`config.mk`:
```
export PLATFORM = sky130hd
export DESIGN_NAME = cpu_step_ctrl
export DESIGN_NICKNAME = d
export VERILOG_FILES = /design/src/rtl/cpu_step_ctrl.sv
export SDC_FILE = /design/constraint.sdc
export NUM_CORES = 1
export LEC_CHECK = 0
export ABC_CLOCK_PERIOD_IN_PS = 2400
export BUFFER_PORTS_ARGS = -buffer_cell sky130_fd_sc_hd__buf_2
export CAP_MARGIN = 30
export CORE_AREA = 4 4 97 76
export DETAILED_ROUTE_END_ITERATION = 7
export DIE_AREA = 0 0 101 80
export GPL_TIMING_DRIVEN = 0
export PLACE_DENSITY = 0.72
export SLEW_MARGIN = 20
export SYNTH_ARGS = -nofsm -noshare
export SYNTH_HDL_FRONTEND = slang
export SYNTH_SLANG_ARGS = --single-unit
```
`constraint.sdc`:
```
create_clock -name clk_50Mhz -period 2.4 [get_ports clk_50Mhz]
set_input_delay 0 -clock clk_50Mhz [delete_from_list [all_inputs] [get_ports clk_50Mhz]]
set_output_delay 0 -clock clk_50Mhz [all_outputs]
set_load 0.005 [all_outputs]
```
`src/rtl/cpu_step_ctrl.sv`:
```
// Turns the 1 Hz divider output and two debounced buttons into a one-cycle CPU clock enable.
// cpu_en is registered one cycle after the qualifying tick/press; events are never queued.
module cpu_step_ctrl #(
  parameter int DEBOUNCE_CYCLES = 1_000_000
) (
  input  logic        clk_50Mhz,
  input  logic        reset,
  input  logic        clk_1hz,
  input  logic        btn_mode,
  input  logic        btn_step,
  output logic        cpu_en,
  output logic        mode_run,
  output logic [15:0] step_count
);

  localparam int DB_W = (DEBOUNCE_CYCLES > 1) ? $clog2(DEBOUNCE_CYCLES) : 1;
  localparam logic [DB_W-1:0] DB_LAST = DB_W'(DEBOUNCE_CYCLES - 1);

  typedef enum logic {
    ST_PAUSE = 1'b0,
    ST_RUN   = 1'b1
  } state_t;

  state_t      r_state;
  state_t      w_state_nxt;
  logic        r_cpu_en;
  logic        w_cpu_en_nxt;
  logic [15:0] r_step_count;

  logic        r_1hz_s1;
  logic        r_1hz_s2;
  logic        r_1hz_d;
  logic [1:0]  r_1hz_vld;
  logic        r_1hz_arm;
  logic        w_tick;

  // Bit 0 is the mode button, bit 1 the step button.
  logic [1:0]      w_btn_raw;
  logic [1:0]      r_btn_s1;
  logic [1:0]      r_btn_s2;
  logic [1:0]      r_btn_stable;
  logic [1:0]      r_btn_stable_d;
  logic [DB_W-1:0] r_db_cnt [2];
  logic [1:0]      w_press;

  assign w_btn_raw = {btn_step, btn_mode};

  // The arm flag needs one real low sample first, so a clk_1hz already high at reset release is not a tick.
  always_ff @(posedge clk_50Mhz) begin
    if (reset) begin
      r_1hz_s1  <= 1'b0;
      r_1hz_s2  <= 1'b0;
      r_1hz_d   <= 1'b0;
      r_1hz_vld <= 2'b00;
      r_1hz_arm <= 1'b0;
    end else begin
      r_1hz_s1  <= clk_1hz;
      r_1hz_s2  <= r_1hz_s1;
      r_1hz_d   <= r_1hz_s2;
      r_1hz_vld <= {r_1hz_vld[0], 1'b1};
      r_1hz_arm <= r_1hz_arm | (r_1hz_vld[1] & ~r_1hz_s2);
    end
  end

  assign w_tick = r_1hz_s2 & ~r_1hz_d & r_1hz_arm;

  always_ff @(posedge clk_50Mhz) begin
    if (reset) begin
      r_btn_s1       <= 2'b00;
      r_btn_s2       <= 2'b00;
      r_btn_stable   <= 2'b00;
      r_btn_stable_d <= 2'b00;
      for (int i = 0; i < 2; i++) begin
        r_db_cnt[i] <= '0;
      end
    end else begin
      r_btn_s1       <= w_btn_raw;
      r_btn_s2       <= r_btn_s1;
      r_btn_stable_d <= r_btn_stable;
      for (int i = 0; i < 2; i++) begin
        if (r_btn_s2[i] != r_btn_stable[i]) begin
          if (r_db_cnt[i] == DB_LAST) begin
            r_btn_stable[i] <= r_btn_s2[i];
            r_db_cnt[i]     <= '0;
          end else begin
            r_db_cnt[i] <= r_db_cnt[i] + 1'b1;
          end
        end else begin
          r_db_cnt[i] <= '0;
        end
      end
    end
  end

  assign w_press = r_btn_stable & ~r_btn_stable_d;

  // A mode press outranks a tick or step press arriving in the same cycle.
  always_comb begin
    w_state_nxt  = r_state;
    w_cpu_en_nxt = 1'b0;
    case (r_state)
      ST_PAUSE: begin
        if (w_press[0]) begin
          w_state_nxt = ST_RUN;
        end else if (w_press[1]) begin
          w_cpu_en_nxt = ~r_cpu_en;
        end
      end
      ST_RUN: begin
        if (w_press[0]) begin
          w_state_nxt = ST_PAUSE;
        end else if (w_tick) begin
          w_cpu_en_nxt = ~r_cpu_en;
        end
      end
      default: begin
        w_state_nxt = ST_PAUSE;
      end
    endcase
  end

  always_ff @(posedge clk_50Mhz) begin
    if (reset) begin
      r_state      <= ST_PAUSE;
      r_cpu_en     <= 1'b0;
      r_step_count <= 16'h0000;
    end else begin
      r_state  <= w_state_nxt;
      r_cpu_en <= w_cpu_en_nxt;
      if (w_cpu_en_nxt) begin
        r_step_count <= r_step_count + 16'h0001;
      end
    end
  end

  assign cpu_en     = r_cpu_en;
  assign mode_run   = (r_state == ST_RUN);
  assign step_count = r_step_count;

endmodule

```
==> metrics <==
initial antenna violation count 0; cell at the root of the clock tree sky130_fd_sc_hd__clkbuf_8; tightest hold margin 0.03402 ns; sequential fraction of the synthesis area 0.5295; combinational group share of total power 0.036; Area growth, synth to finish 16.47%; share of async-settable or async-resettable flops after synthesis 0; die extent in y 80 um; Total Power 2.342 mW; pin count of the biggest net entering global routing 13; total core area 0.006287 mm^2; Multi-input gate area 0.001685 mm^2; number of synthesized flops with an enable pin 40; post-route setup slack 0.1879 ns; switching power as a share of total power 0.2298; total vias in the final route 2726; Post-Place Cell Area 0.003831 mm^2; number of standard cells in the final layout excluding fillers 511; CTS tree done; DRC violation count after routing 0; H-tree depth 3; main area contributors after synthesis sky130_fd_sc_hd__edfxtp_1, sky130_fd_sc_hd__dfxtp_1, sky130_fd_sc_hd__a21oi_1, sky130_fd_sc_hd__nor2_1, sky130_fd_sc_hd__xor2_1; setup bufs post-CTS 0; floorplan die area 0.008080 mm^2; post-synthesis average cell area 9.882 um^2; RSZ-0062 raised after global routing no; Final TNS setup 0 ns; part of the power in the clock network 0.378; DRT Pass-1 Iters 5; vias in the first global route 2520; power density over cell area 578.0 mW/mm^2; Max transition margin 0.6550; total of warnings raised by yosys 0; worst-margin pin slew 0.5156 ns; clock transition at the register clock pins on the worst setup and hold paths after CTS 0.07 ns; CP Max Fanout 8; antenna cell count 0; commonest register cell after synthesis sky130_fd_sc_hd__edfxtp_1; Finished Cell Area 0.004051 mm^2; number of buffers added on ports 21; global-route wire length before repair 11.47 mm; width of the die 101 um; Max Slew Vio Count 0; Clock Skew 0.008472 ns; part of the total power dissipated in sequential elements 0.586; post-route antenna net violation count 0; mapped cell area 0.003478 mm^2; fraction of the cycle the final worst path needs 0.9217; Crit path arrival time 2.44 ns; leftover overflow at the end of global routing 0; Required @ worst endpoint 2.62 ns; net load switching power 0.5382 mW; Sinks on Clock Net 72; Yosys cell types 39; Clk Latency, worst-skew pair 0.34 ns; Routed Wire Length 6.634 mm; number of DRC violations after detailed-routing iteration 0 159; Startpoint Class register; Net count, final 433; top library cells by usage in the layout, fill and taps aside sky130_fd_sc_hd__edfxtp_1, sky130_fd_sc_hd__conb_1, sky130_fd_sc_hd__nor2_1, sky130_fd_sc_hd__dfxtp_1, sky130_fd_sc_hd__a21oi_1; Util after Layout 0.6444; num rows 25; starting density of the core 0.5532; max-capacitance violation count 0; number of flip-flops and latches in the synthesized netlist 72; Yosys top cell area share 0.3453; biggest area consumer among synthesized cells sky130_fd_sc_hd__edfxtp_1; WL/cell 12.98 um; Hold WC Path Type in -> reg; Final Hold Vio Count 0; Final GP Congestion 0.8098; Setup Crit Path Kind reg -> reg; worst vdd ir 0.5008 mV; final critical-path required period 2.212 ns; filler cell count 525; placed wire-length estimate 4.727 mm; placement-stage worst setup slack -0.08660 ns; GR Util All Layers 0.1794; cell count after placement 493; number of buffers inserted during clock tree synthesis 9; achievable frequency 0.4521 GHz; critical path endpoint category register; Final Setup Violations 0; boundary pin count 23; leakage power total 1.421 nW; maximum buffer depth of the clock tree 2; Internal Power 1.803 mW; routed via count divided by cell count 5.335; register area 0.001842 mm^2; run status finished clean; synthesized instance count 352; fraction of final layout cells with drive strength greater than 1 0.1000
sequential cells by signal (all words and copies together), names as in the netlist:
register and count:
r_1hz_d 1, r_1hz_arm 1, r_btn_s2 2, r_btn_s1 2
cpu_en 1, r_btn_stable_d 2, r_db_cnt 40, mode_run 1
r_1hz_s1 1, r_1hz_s2 1, r_1hz_vld 2, r_btn_stable 2
step_count 16
cells by family (layout without fill, tap and decap cells):
logic type | Yosys count | in the layout | synth area share
and+or+nand+nor | 160 | 160 | 0.2536
DFF | 72 | 72 | 0.5295
AOI/OAI and AO/OA | 58 | 58 | 0.09640
buffers and inverters | 28 | 67 | 0.03129
xor gates and xnor gates | 27 | 27 | 0.06799
adders and majority gates | 3 | 3 | 0.01079
muxes | 3 | 3 | 0.009352
other | 1 | 40 | 0.001078
worst max-delay path, cell delays in order (launching register included):
cell and delay, ns:
sky130_fd_sc_hd__dfxtp_1 0.42, sky130_fd_sc_hd__nand4_1 0.29, sky130_fd_sc_hd__or4_1 0.67, sky130_fd_sc_hd__nor4_1 0.36, sky130_fd_sc_hd__mux2_1 0.35
power groups by stage:
stage / registers (mW) / clock network (mW) / logic (mW)
floorplan: 1.39 / 0 / 0.0640
global placement: 1.40 / 0 / 0.0778
detailed placement: 1.40 / 0 / 0.0787
CTS: 1.37 / 0.904 / 0.0831
global route: 1.38 / 0.966 / 0.0984
finish: 1.37 / 0.886 / 0.0841
synthesized netlist by cell type (9+ instances only):
master / n
sky130_fd_sc_hd__edfxtp_1: 40
sky130_fd_sc_hd__o21ai_0: 13
sky130_fd_sc_hd__nand2_1: 21
sky130_fd_sc_hd__clkbuf_1: 9
sky130_fd_sc_hd__a21oi_1: 28
sky130_fd_sc_hd__or4_1: 16
sky130_fd_sc_hd__nor2_1: 36
sky130_fd_sc_hd__or3_1: 18
sky130_fd_sc_hd__inv_1: 16
sky130_fd_sc_hd__xnor2_1: 12
sky130_fd_sc_hd__dfxtp_1: 32
sky130_fd_sc_hd__nor2b_1: 11
sky130_fd_sc_hd__xor2_1: 15
sky130_fd_sc_hd__o31ai_1: 13
sky130_fd_sc_hd__nand3_1: 19
final cells by class:
class / instances / area share
flip-flops and latches: 72 / 0.4546
multi-input cells: 291 / 0.4160
repair buffers: 24 / 0.03335
clock inverters: 5 / 0.007412
well taps: 81 / 0.02502
plain buffers: 11 / 0.01112
clock buffers: 11 / 0.03768
inverters: 16 / 0.01482
worst paths after layout:
check | startpoint | endpoint | slack (ns) | cells past startpoint
hold / removal | reset | r_1hz_vld[0]$_DFF_P_ | 0.03 | 2
setup / recovery | step_count[3]$_SDFFE_PP0P_ | step_count[15]$_SDFFE_PP0P_ | 0.19 | 4
hold reg to reg | r_btn_s1[1]$_SDFF_PP0_ | r_btn_s2[1]$_SDFF_PP0_ | 0.44 | 1
setup reg to reg | step_count[3]$_SDFFE_PP0P_ | step_count[15]$_SDFFE_PP0P_ | 0.19 | 4
metal layers:
| metal | vias to the layer above | GRT usage | wire, um |
|---|---|---|---|
| li1 | 1396 | - | - |
| met1 | 1246 | 0.2508 | 3299 |
| met2 | 80 | 0.2595 | 2823 |
| met3 | 4 | 0.06376 | 459 |
| met4 | 0 | 0.05578 | 51 |
| met5 | - | 0 | 0 |
repair_timing:
action,CTS,global route
resized for setup,1,1
hold buffers,3,0
setup endpoints to repair,10,10
endpoints found under the hold margin,3,0
Power figures use the tool's default switching activity.
